==> src/rtl/cpu_bus_arbiter.sv <==
// Merges the CPU instruction and data buses onto one request/ready system bus; optional watchdog.
// Latency: 1 cycle IDLE arbitration, then request/ready pass through combinationally during a grant.
// Backpressure: a master is held (no ready) until the slave pulses ready or the watchdog expires.
// Optional feature: define CPU_BUS_ARBITER_ROUND_ROBIN_EN for round-robin on simultaneous requests.
module cpu_bus_arbiter #(
   parameter int TIMEOUT = 1024
) (
   input  logic        i_clock,
   input  logic        i_reset,
   input  logic        i_ibus_request,
   output logic        o_ibus_ready,
   input  logic [31:0] i_ibus_address,
   output logic [31:0] o_ibus_rdata,
   input  logic        i_dbus_rw,
   input  logic        i_dbus_request,
   output logic        o_dbus_ready,
   input  logic [31:0] i_dbus_address,
   output logic [31:0] o_dbus_rdata,
   input  logic [31:0] i_dbus_wdata,
   output logic        o_bus_rw,
   output logic        o_bus_request,
   input  logic        i_bus_ready,
   output logic [31:0] o_bus_address,
   input  logic [31:0] i_bus_rdata,
   output logic [31:0] o_bus_wdata,
   output logic        o_timeout
);

   typedef enum logic [1:0] {IDLE, GRANT_I, GRANT_D} state_t;

   // A zero TIMEOUT still needs a legal one-bit counter; it simply never matches.
   localparam int CW = (TIMEOUT > 0) ? $clog2(TIMEOUT + 1) : 1;

   state_t        state, state_nxt;
   logic [CW-1:0] wd_cnt;
   logic          wd_expired;
   logic          set_timeout;
   logic          pick_d;

   assign wd_expired = (TIMEOUT > 0) && (wd_cnt == CW'(TIMEOUT));

`ifdef CPU_BUS_ARBITER_ROUND_ROBIN_EN
   logic last_d;  // 1 = dbus was the master served most recently

   // On a tie, grant whichever master was not served last.
   always_comb begin
      pick_d = i_dbus_request & (~i_ibus_request | ~last_d);
   end

   // Remember who was served whenever a grant ends (ready, timeout or abort).
   always_ff @(posedge i_clock or negedge i_reset) begin
      if (!i_reset)
         last_d <= 1'b0;
      else if (state != IDLE && state_nxt == IDLE)
         last_d <= (state == GRANT_D);
   end
`else
   // Fixed priority: dbus wins any tie.
   always_comb begin
      pick_d = i_dbus_request;
   end
`endif

   // Next state and all bus outputs; IDLE drives everything to zero.
   always_comb begin
      state_nxt     = state;
      set_timeout   = 1'b0;
      o_bus_request = 1'b0;
      o_bus_rw      = 1'b0;
      o_bus_address = 32'h0;
      o_bus_wdata   = 32'h0;
      o_ibus_ready  = 1'b0;
      o_dbus_ready  = 1'b0;
      o_ibus_rdata  = 32'h0;
      o_dbus_rdata  = 32'h0;
      case (state)
         IDLE: begin
            if (i_ibus_request || i_dbus_request)
               state_nxt = pick_d ? GRANT_D : GRANT_I;
         end
         GRANT_I: begin
            o_bus_request = i_ibus_request;
            o_bus_address = i_ibus_address;
            if (i_bus_ready) begin
               // A real slave answer beats a watchdog expiring on the same cycle.
               o_ibus_ready = 1'b1;
               o_ibus_rdata = i_bus_rdata;
               state_nxt    = IDLE;
            end else if (!i_ibus_request) begin
               state_nxt = IDLE;
            end else if (wd_expired) begin
               o_bus_request = 1'b0;
               o_ibus_ready  = 1'b1;
               set_timeout   = 1'b1;
               state_nxt     = IDLE;
            end
         end
         GRANT_D: begin
            o_bus_request = i_dbus_request;
            o_bus_address = i_dbus_address;
            o_bus_rw      = i_dbus_rw;
            o_bus_wdata   = i_dbus_wdata;
            if (i_bus_ready) begin
               o_dbus_ready = 1'b1;
               o_dbus_rdata = i_bus_rdata;
               state_nxt    = IDLE;
            end else if (!i_dbus_request) begin
               state_nxt = IDLE;
            end else if (wd_expired) begin
               o_bus_request = 1'b0;
               o_dbus_ready  = 1'b1;
               set_timeout   = 1'b1;
               state_nxt     = IDLE;
            end
         end
         default: state_nxt = IDLE;
      endcase
   end

   // State register.
   always_ff @(posedge i_clock or negedge i_reset) begin
      if (!i_reset)
         state <= IDLE;
      else
         state <= state_nxt;
   end

   // Watchdog counts grant cycles without ready; held at zero in IDLE so each grant starts at k=0.
   always_ff @(posedge i_clock or negedge i_reset) begin
      if (!i_reset)
         wd_cnt <= '0;
      else if (state == IDLE)
         wd_cnt <= '0;
      else if (!i_bus_ready)
         wd_cnt <= wd_cnt + CW'(1);
   end

   // Sticky timeout flag, cleared only by reset.
   always_ff @(posedge i_clock or negedge i_reset) begin
      if (!i_reset)
         o_timeout <= 1'b0;
      else if (set_timeout)
         o_timeout <= 1'b1;
   end

endmodule

==> config.mk <==
export PLATFORM = sky130hd
export DESIGN_NAME = cpu_bus_arbiter
export DESIGN_NICKNAME = d
export VERILOG_FILES = /design/src/rtl/cpu_bus_arbiter.sv
export SDC_FILE = /design/constraint.sdc
export NUM_CORES = 1
export LEC_CHECK = 0
export ABC_AREA = 1
export BUFFER_PORTS_ARGS = -buffer_cell sky130_fd_sc_hd__buf_4
export CORE_AREA = 2 2 102 104
export CTS_BUF_LIST = sky130_fd_sc_hd__clkbuf_8 sky130_fd_sc_hd__clkbuf_16
export DETAILED_ROUTE_END_ITERATION = 12
export DIE_AREA = 0 0 104 106
export HOLD_SLACK_MARGIN = 0.06
export SKIP_LAST_GASP = 1
export SLEW_MARGIN = 20
export SYNTH_ARGS = -nofsm -noshare
export SYNTH_HDL_FRONTEND = slang
export SYNTH_SLANG_ARGS = --single-unit
==> constraint.sdc <==
create_clock -name i_clock -period 1.7 [get_ports i_clock]
set_clock_uncertainty 0.2 [all_clocks]
set_input_delay 0.255 -clock i_clock [delete_from_list [all_inputs] [get_ports i_clock]]
set_output_delay 0.255 -clock i_clock [all_outputs]
set_load 0.05 [all_outputs]
==> reports/results.txt, run 1 <==
P&R area growth vs syn: 233%
Clock Sinks: 14
worst-path fanout max: 7
crit path cell chain: inv_2, buf_6, ha_4, inv_8, clkbuf_16, a21oi_4, buf_6
post-route ant nets: 0
DIE AREA: 0.0110 mm^2
Worst-Skew Late Latency: 0.25 ns
H-tree depth: 1
Synth Instances: 402
site row count: 37
share of the synthesized area in the top cell type: 0.253
crit path time final: 2.07 ns
delay-heaviest family, CP: buffers and inverters
Post-DP HPWL: 10000 um
gpl congestion: 0.849
Synth area leader: nand2_1
vias per inst: 4.28
chip width: 104 um
Ports: 267
first-pass GRT wire length: 20200 um
top post-synthesis cells by area: nand2_1, dfrtp_1, inv_1
IO Port Bufs: 266
vias in the first global route: 3658
most frequent cells in the layout: buf_4, buf_6, nand2_1
CP required: 1.24 ns
Finished Layout Cells: 849
largest net degree at the start of global routing: 18
Max Cap Viol: 0
post-synthesis sequential area ratio: 0.176
total track usage: 0.227
Crit. End Element: output pin
failing checks: setup timing
Layout Nets: 854
placed insts: 822
DR WL/cell: 15.6 um
final worst slack: -0.373 ns
synthesis-stage register bit count: 14
synthesis warning total: 0
RSZ-0062 raised after global routing: true
most common cell after layout, fill and taps aside: buf_4
First-pass DRT Iterations: 4
worst-margin pin slew: 0.234 ns
worst hold slack: 0.0783 ns
critical path launch point type: register
Finished Cell Area: 0.00661 mm^2
Placed Area: 0.00552 mm^2
CP dominant cell by count: buf_6
Cell Pwr Density: 1390 mW/mm^2
Peak VDD IR: 0.000622 V
core area: 0.0100 mm^2
initial drt markers: 166
leakage power total: 2.88 nW
n_diodes: 0
fmax: 482 MHz
layout cells sized above 1: 0.762
CTS tree: done
Congestion Overflow GR: 0
Root Buffer: clkbuf_8
Synth cell types: 22
CP Data Arrival Time: 1.62 ns
relative slew slack: 0.843
mean post-synth cell area: 4.94 um^2
Inserted Clock Buffers: 3
initial antenna violation count: 0
Remaining DRCs: 0
Final Setup Violations: 134
routed vias: 3634
Starting Density: 0.199
chip height: 106 um
fin crit share: 1.22
Post-Synthesis Cell Area: 0.00199 mm^2
clock transition at the registers of the reported paths: 0.06 ns
min-delay worst type: input port to register
Critical-path top delay cell: dfrtp_1
clk buf depth: 2
Final Util: 0.661
routed wire length: 13200 um
Buf/Inv on CP: 5
net count after synthesis: 542
outcome: finished, violations left
final count of hold timing violations: 0
worst stage delay on the critical path: 0.36 ns
Pins Over Slew Limit: 0
critical path type: register to output pin
-- sequential cells by signal, indices dropped and copies added, names as in the netlist --
register,flops
o_timeout,1
state,2
wd_cnt,11
-- cells in the mapped netlist, drive strengths merged --
cell type and n:
buf 16, inv 81, dfrtp 14, clkbuf 5, a211oi 1, or2 1, a21oi 41, clkinv 2
ha 6, nor2 82, nor3 5, o21ai 7, nand3 5, o21bai 1, nand2 135
-- worst paths after layout --
kind	end	slack (ns)	cells after the start	from
max in group asynchronous	state[1]	0.90	2	i_reset
min reg2reg	o_timeout	0.29	1	o_timeout
max reg2reg	state[1]	-0.16	13	state[0]
min in group asynchronous	wd_cnt[8]	0.19	2	i_reset
min	state[0]	0.08	4	i_ibus_request
max	o_bus_address[28]	-0.37	7	state[0]
-- timing repair --
action / CTS / global route
pin swaps: 6 / 4
hold endpoints to repair: 14 / 0
buffers inserted: 10 / 4
hold buffers: 1 / 0
resized for setup: 170 / 26
cloned: 6 / 3
endpoints found under the setup margin: 132 / 136
-- area by class of cell --
class                   instances  area (um^2)
inverters                      83          447
flip-flops and latches         14          352
fillers                       830         3390
clock buffers                   4         55.1
multi-input cells             284         2260
repair buffers                328         3320
well taps                     136          170
-- layer usage --
metal / wire, um / up-vias / share of wire / global-route usage
li1: - / 1801 / - / -
met1: 4790 / 1670 / 0.36 / 0.248
met2: 7420 / 132 / 0.56 / 0.443
met3: 562 / 31 / 0.042 / 0.0337
met4: 476 / 0 / 0.036 / 0.0801
met5: 0 / - / 0 / 0
-- kinds of logic (layout without fill, tap and decap cells) --
kind of cell	count (synthesis)	count (layout)	share of synthesized area
adder cells (fa/ha/maj)	6	6	0.0378
flip-flops	14	14	0.176
AO/OA/AOI/OAI	50	50	0.129
buffers and inverters	104	415	0.207
AND/OR/NAND/NOR	228	228	0.450
-- tightest hold or removal path: cells and delay by family --
kind / cells / cell delay, ns
buf+inv: 1 / 0.10
simple gates: 3 / 0.14
-- through the flow --
stage               power (mW)  setup WS (ns)  TNS (ns)
global placement          7.16         -0.158    -12.30
detailed placement        7.22         -0.187    -15.07
global route              9.52         -0.416    -48.85
floorplan                 5.21         -0.203    -12.00
CTS                       8.93         -0.380    -41.29
finish                    9.15         -0.373    -41.67
-- where the power goes --
| group | total (mW) | internal [mW] | switching, mW |
|---|---|---|---|
| combinational | 8.39 | 3.42 | 4.97 |
| clock | 0.343 | 0.206 | 0.137 |
| sequential | 0.418 | 0.378 | 0.0398 |
| total | 9.15 | 4.00 | 5.15 |
Note: power is estimated with default switching activity, not from simulation.
==> inputs of run 2 (changes only) <==
CORE_AREA = 2 2 103 105   (was 2 2 102 104)
DIE_AREA = 0 0 105 107   (was 0 0 104 106)
clock period = 2.2 ns   (was 1.7 ns; I/O delays follow)
==> run 2 against run 1 <==
The run now ends clean. Combinational power is 46% lower. Sequential share of layout area rose by 2.0 points. First-iteration DRC count grew 37%. Final cell count decreased by 4.5%. Sequential power shrank 24%. Design area fell by 28%. Power is 44% lower. Count of clock-buffer cells in the layout is the same. Critical endpoint is now o_bus_request. Highest routed layer unchanged.
==> reports/results.txt, run 2 (same netlist as run 1, synthesis figures left out) <==
Crit. End Element: output pin
CP dominant cell by count: nand2_1
Root Buffer: clkbuf_8
multi-input combinational cell area: 0.00148 mm^2 (-34%)
Final Setup Violations: 0 (-100%)
Worst-Skew Late Latency: 0.25 ns (about the same)
Layout Nets: 816 (-4.4%)
Top reg by flops: wd_cnt
most common cell after layout, fill and taps aside: buf_4
layout cells sized above 1: 0.556 (-0.206)
fillers: 1028 (+24%)
n_diodes: 0 (unchanged)
Top Registers: wd_cnt x11, state x2, o_timeout x1
Critical-path top delay cell: dfrtp_1
initial antenna violation count: 0 (unchanged)
post-route ant nets: 0 (unchanged)
critical path type: register to output pin
Final Util: 0.474 (-0.187)
worst-path fanout max: 12 (+5)
Post-DP HPWL: 9390 um (-6.6%)
gpl congestion: 0.900 (+6.0%)
site row count: 37 (unchanged)
chip height: 107 um (+0.94%)
worst stage delay on the critical path: 0.40 ns (+0.04 ns)
Storage cell area: 350 um^2 (-0.36%)
leakage power total: 2.76 nW (-4.4%)
P&R area growth vs syn: 141%
Clock Sinks: 14 (unchanged)
fmax: 458 MHz
Starting Density: 0.197 (-0.00182)
chip width: 105 um (+0.96%)
Inserted Clock Buffers: 3 (unchanged)
Peak VDD IR: 0.000453 V (-27%)
routed vias: 3457 (-4.9%)
H-tree depth: 1 (unchanged)
Max Cap Viol: 0 (unchanged)
Finished Layout Cells: 811 (-4.5%)
DR WL/cell: 14.5 um (-7.3%)
core area: 0.0101 mm^2 (+0.93%)
largest net degree at the start of global routing: 50 (+32)
DIE AREA: 0.0112 mm^2 (+1.9%)
relative slew slack: 0.853 (+0.00969)
vias per inst: 4.26 (-0.41%)
Finished Cell Area: 0.00478 mm^2 (-28%)
Pins Over Slew Limit: 0 (unchanged)
most frequent cells in the layout: buf_4, nand2_1, inv_1
first-pass GRT wire length: 16700 um (-17%)
initial drt markers: 227 (+37%)
CP Data Arrival Time: 1.65 ns (+0.03 ns)
Cell Pwr Density: 1070 mW/mm^2 (-23%)
outcome: finished, final reports clean
crit path time final: 2.18 ns
placed insts: 794 (-3.4%)
fin crit share: 0.993
routed wire length: 11700 um (-11%)
crit path cell chain: inv_2, ha_4, buf_12, nand2_2, nand2_1, nand2_1, a21oi_2, buf_6
CTS tree: done
Ports: 267 (unchanged)
final count of hold timing violations: 0 (unchanged)
critical path launch point type: register
clk buf depth: 2 (unchanged)
max reg flops: 11 (unchanged)
CP required: 1.67 ns (+0.43 ns)
First-pass DRT Iterations: 4 (unchanged)
Congestion Overflow GR: 0 (unchanged)
Setup TNS: 0 ns (+41.67 ns)
worst-margin pin slew: 0.219 ns (-0.0154 ns)
total track usage: 0.183 (-0.0441)
RSZ-0062 raised after global routing: true
min-delay worst type: input port to register
clock transition at the registers of the reported paths: 0.06 ns (about the same)
IO Port Bufs: 266 (unchanged)
Placed Area: 0.00438 mm^2 (-21%)
Remaining DRCs: 0 (unchanged)
vias in the first global route: 3313 (-9.4%)
## run 2: changes by cell type in the layout (fill, tap and decap cells not counted), sizes merged
| cell | change |
|---|---|
| clkinvlp | -33 |
| buf | -38 |
| inv | +33 |
## run 2: per-layer routing
metal | global-route usage | routed length [um] | part of all wire
met5 | 0 | 0 | 0
met4 | 0.0343 | 194 | 0.017
met3 | 0.0456 | 1020 | 0.087
met2 | 0.343 | 6010 | 0.51
met1 | 0.211 | 4510 | 0.38
## run 2: layout make-up
type | count | share of cell area
inverters | 83 | 0.0654
multi-input cells | 284 | 0.310
flip-flops and latches | 14 | 0.0733
well taps | 136 | 0.0356
clock buffers | 4 | 0.0115
repair buffers | 290 | 0.504
## run 2: final timing paths
check | endpoint | depth (start not counted) | slack [ns] | start
max | o_bus_request | 8 | 0.02 | state[1]
min | wd_cnt[1] | 2 | 0.18 | i_bus_ready
max reg2reg | state[0] | 12 | 0.40 | state[0]
min reg2reg | wd_cnt[3] | 1 | 0.35 | wd_cnt[3]
max in group asynchronous | state[1] | 2 | 1.37 | i_reset
min in group asynchronous | wd_cnt[8] | 2 | 0.26 | i_reset
## run 2: what timing repair did
action                                  in CTS  in global routing
gates cloned                                 0                  5
hold endpoints to repair                    14                  0
hold buffers                                 1                  0
pin swaps                                    1                  4
endpoints found under the setup margin      80                103
gates resized for setup                     15                 28
setup buffers                                4                  4
## run 2: critical path: cells and delay by family, from the launching register on
| kind | cells | cell delay (ns) |
|---|---|---|
| buffers and inverters | 3 | 0.43 |
| DFF | 1 | 0.40 |
| and+or+nand+nor | 3 | 0.25 |
| adders and majority gates | 1 | 0.19 |
| AOI/OAI and AO/OA | 1 | 0.13 |
## run 2: per-stage QoR
step	hold WS (ns)	total power, mW	setup WS (ns)
5_1_grt	0.173	5.39	-0.0563
6_report	0.178	5.10	0.0165
3_3_place_gp	-0.0111	4.38	0.0130
2_1_floorplan	-0.166	3.04	-0.317
3_5_place_dp	-0.0107	4.42	-0.0513
4_1_cts	0.162	4.78	-0.00679
## run 2: where the power goes
part | leakage, nW | internal (mW) | switching (mW) | total, mW
Combinational | 2.54 | 1.51 | 3.03 | 4.53
Clock | 0.0288 | 0.159 | 0.0937 | 0.252
Sequential | 0.191 | 0.291 | 0.0265 | 0.317
Total | 2.76 | 1.96 | 3.15 | 5.10
==> inputs of run 3 (changes only) <==
PLACE_DENSITY = 0.57   (was unset)
clock period = 2.75 ns   (was 2.2 ns; I/O delays follow)
==> run 3 against run 2 <==
Via count shrank 6.3%. Sequential share of layout area grew 1.0 points. Core utilization shrank 5.9 points. Count of clock-buffer cells in the layout is the same. Die area is the same. Largest cell class unchanged. Worst hold slack gained 0.035 ns. Flip-flop and latch count is the same. Routed wire length shrank 15%. First-iteration DRC count shrank 7.5%. Largest power group unchanged. Final cell count shrank 2.1%. Critical path depth shrank 2.
==> reports/results.txt, run 3 (same netlist as run 1, synthesis figures left out) <==
reg2reg end: state[0]
min-delay worst type: input port to register
Peak VDD IR: 0.000425 V (-6.2%)
crit path time final: 2.54 ns
Hold Startpoint: i_bus_ready
IO Port Bufs: 266 (unchanged)
Cell Int Power: 1.19 mW (-39%)
Ports: 267 (unchanged)
crit path from: state[0]
gpl congestion: 0.856 (-4.9%)
routed wire length: 9940 um (-15%)
outcome: finished, final reports clean
routed vias: 3238 (-6.3%)
Post-DP HPWL: 8420 um (-10%)
n_diodes: 0 (unchanged)
P_sw: 2.23 mW (-29%)
first-pass GRT wire length: 15000 um (-11%)
Clock Sinks: 14 (unchanged)
worst-margin pin slew: 0.435 ns (+0.216 ns)
most common cell after layout, fill and taps aside: buf_4
layout cells sized above 1: 0.436 (-0.119)
most frequent cells in the layout: buf_4, nand2_1, inv_1, nor2_1, a21oi_1
worst-path fanout max: 27 (+15)
worst r2r path cells: 8 (-4)
critical path type: register to output pin
chip width: 105 um (unchanged)
Root Buffer: clkbuf_8
multi-input combinational cell area: 0.00124 mm^2 (-17%)
RSZ-0062 raised after global routing: false
Clk pwr share: 0.060 (+0.011)
CP Data Arrival Time: 1.93 ns (+0.28 ns)
DR WL/cell: 12.5 um (-13%)
leakage power total: 2.60 nW (-5.5%)
fin crit share: 0.925
relative slew slack: 0.707 (-0.146)
P&R area growth vs syn: 111%
Max Cap Viol: 0 (unchanged)
Top Registers: wd_cnt x11, state x2, o_timeout x1
DIE AREA: 0.0112 mm^2 (unchanged)
H-tree depth: 1 (unchanged)
largest net degree at the start of global routing: 56 (+12%)
Tot Pwr: 3.42 mW (-33%)
Layout Nets: 799 (-2.1%)
Top reg by flops: wd_cnt
First-pass DRT Iterations: 4 (unchanged)
chip height: 107 um (unchanged)
fmax: 393 MHz
Remaining DRCs: 0 (unchanged)
Worst-Skew Late Latency: 0.25 ns (about the same)
final count of hold timing violations: 0 (unchanged)
clock transition at the registers of the reported paths: 0.06 ns (about the same)
Net Sw Frac: 0.652 (+0.0351)
Cell Pwr Density: 817 mW/mm^2 (-23%)
site row count: 37 (unchanged)
CTS tree: done
total track usage: 0.163 (-0.0198)
initial antenna violation count: 0 (unchanged)
max reg flops: 11 (unchanged)
critical path launch point type: register
Final Setup Violations: 0 (unchanged)
Worst setup endpoint: o_dbus_ready
vias per inst: 4.08 (-4.3%)
clk buf depth: 2 (unchanged)
core area: 0.0101 mm^2 (unchanged)
Crit. End Element: output pin
CP required: 2.14 ns (+0.47 ns)
hold depth: 2 (unchanged)
Inserted Clock Buffers: 3 (unchanged)
reg2reg setup slack: 0.83 ns (+0.43 ns)
origin of the critical flop-to-flop path: state[0]
Storage cell area: 350 um^2 (unchanged)
initial drt markers: 210 (-7.5%)
Final Util: 0.415 (-0.0585)
Congestion Overflow GR: 0 (unchanged)
Setup TNS: 0 ns (unchanged)
fillers: 1087 (+5.7%)
Starting Density: 0.197 (unchanged)
Comb pwr share: 0.863 (-0.025)
vias in the first global route: 2994 (-9.6%)
post-route ant nets: 0 (unchanged)
Pins Over Slew Limit: 0 (unchanged)
Sequential Power Share: 0.077 (+0.015)
run 3: final cells by class:
class / count / share of cell area
repair buffers: 273 / 0.493
multi-input cells: 284 / 0.295
flip-flops and latches: 14 / 0.0836
inverters: 83 / 0.0747
well taps: 136 / 0.0406
clock buffers: 4 / 0.0131
run 3: power by group through the flow:
| stage | Combinational (mW) | Sequential [mW] | Clock, mW |
|---|---|---|---|
| detailed placement | 2.97 | 0.265 | 0 |
| global route | 3.15 | 0.269 | 0.221 |
| global placement | 2.96 | 0.262 | 0 |
| CTS | 2.98 | 0.262 | 0.208 |
| floorplan | 2.02 | 0.259 | 0 |
| finish | 2.96 | 0.264 | 0.205 |
run 3: how the worst min path moves through the flow:
| stage | to | slack (ns) |
|---|---|---|
| global placement | wd_cnt[3] | 0.07 |
| finish | wd_cnt[0] | 0.21 |
| CTS | wd_cnt[0] | 0.21 |
| global route | state[0] | 0.23 |
| floorplan | o_timeout | -0.08 |
| detailed placement | wd_cnt[3] | 0.07 |
run 3: per-stage QoR:
step	setup WS, ns	area (um^2)	hold slack (ns)	instances
finish	0.207	4190	0.212	794
global route	0.0572	4190	0.235	794
CTS	0.0862	4180	0.211	794
detailed placement	0.369	4110	0.0729	789
global placement	0.489	4110	0.0712	789
floorplan	0.151	1990	-0.0831	402
run 3: routing by layer:
metal,part of all wire,up-vias,track usage
met3,0.094,10,0.0407
met2,0.50,176,0.298
met1,0.39,1370,0.192
li1,-,1682,-
met4,0.011,0,0.0371
met5,0,-,0
run 3: critical path, cell delays in order, from the launching register on:
cell	delay [ns]
dfrtp_1	0.39
inv_1	0.12
ha_4	0.24
nand2_1	0.21
buf_4	0.32
o21ai_0	0.18
buf_4	0.22
run 3: timing repair:
item / 4_1_cts / 5_1_grt
resized for setup: 0 / 1
hold buffers: 1 / 0
endpoints found under the hold margin: 14 / 0
buffers inserted: 0 / 0
endpoints found under the setup margin: 0 / 10
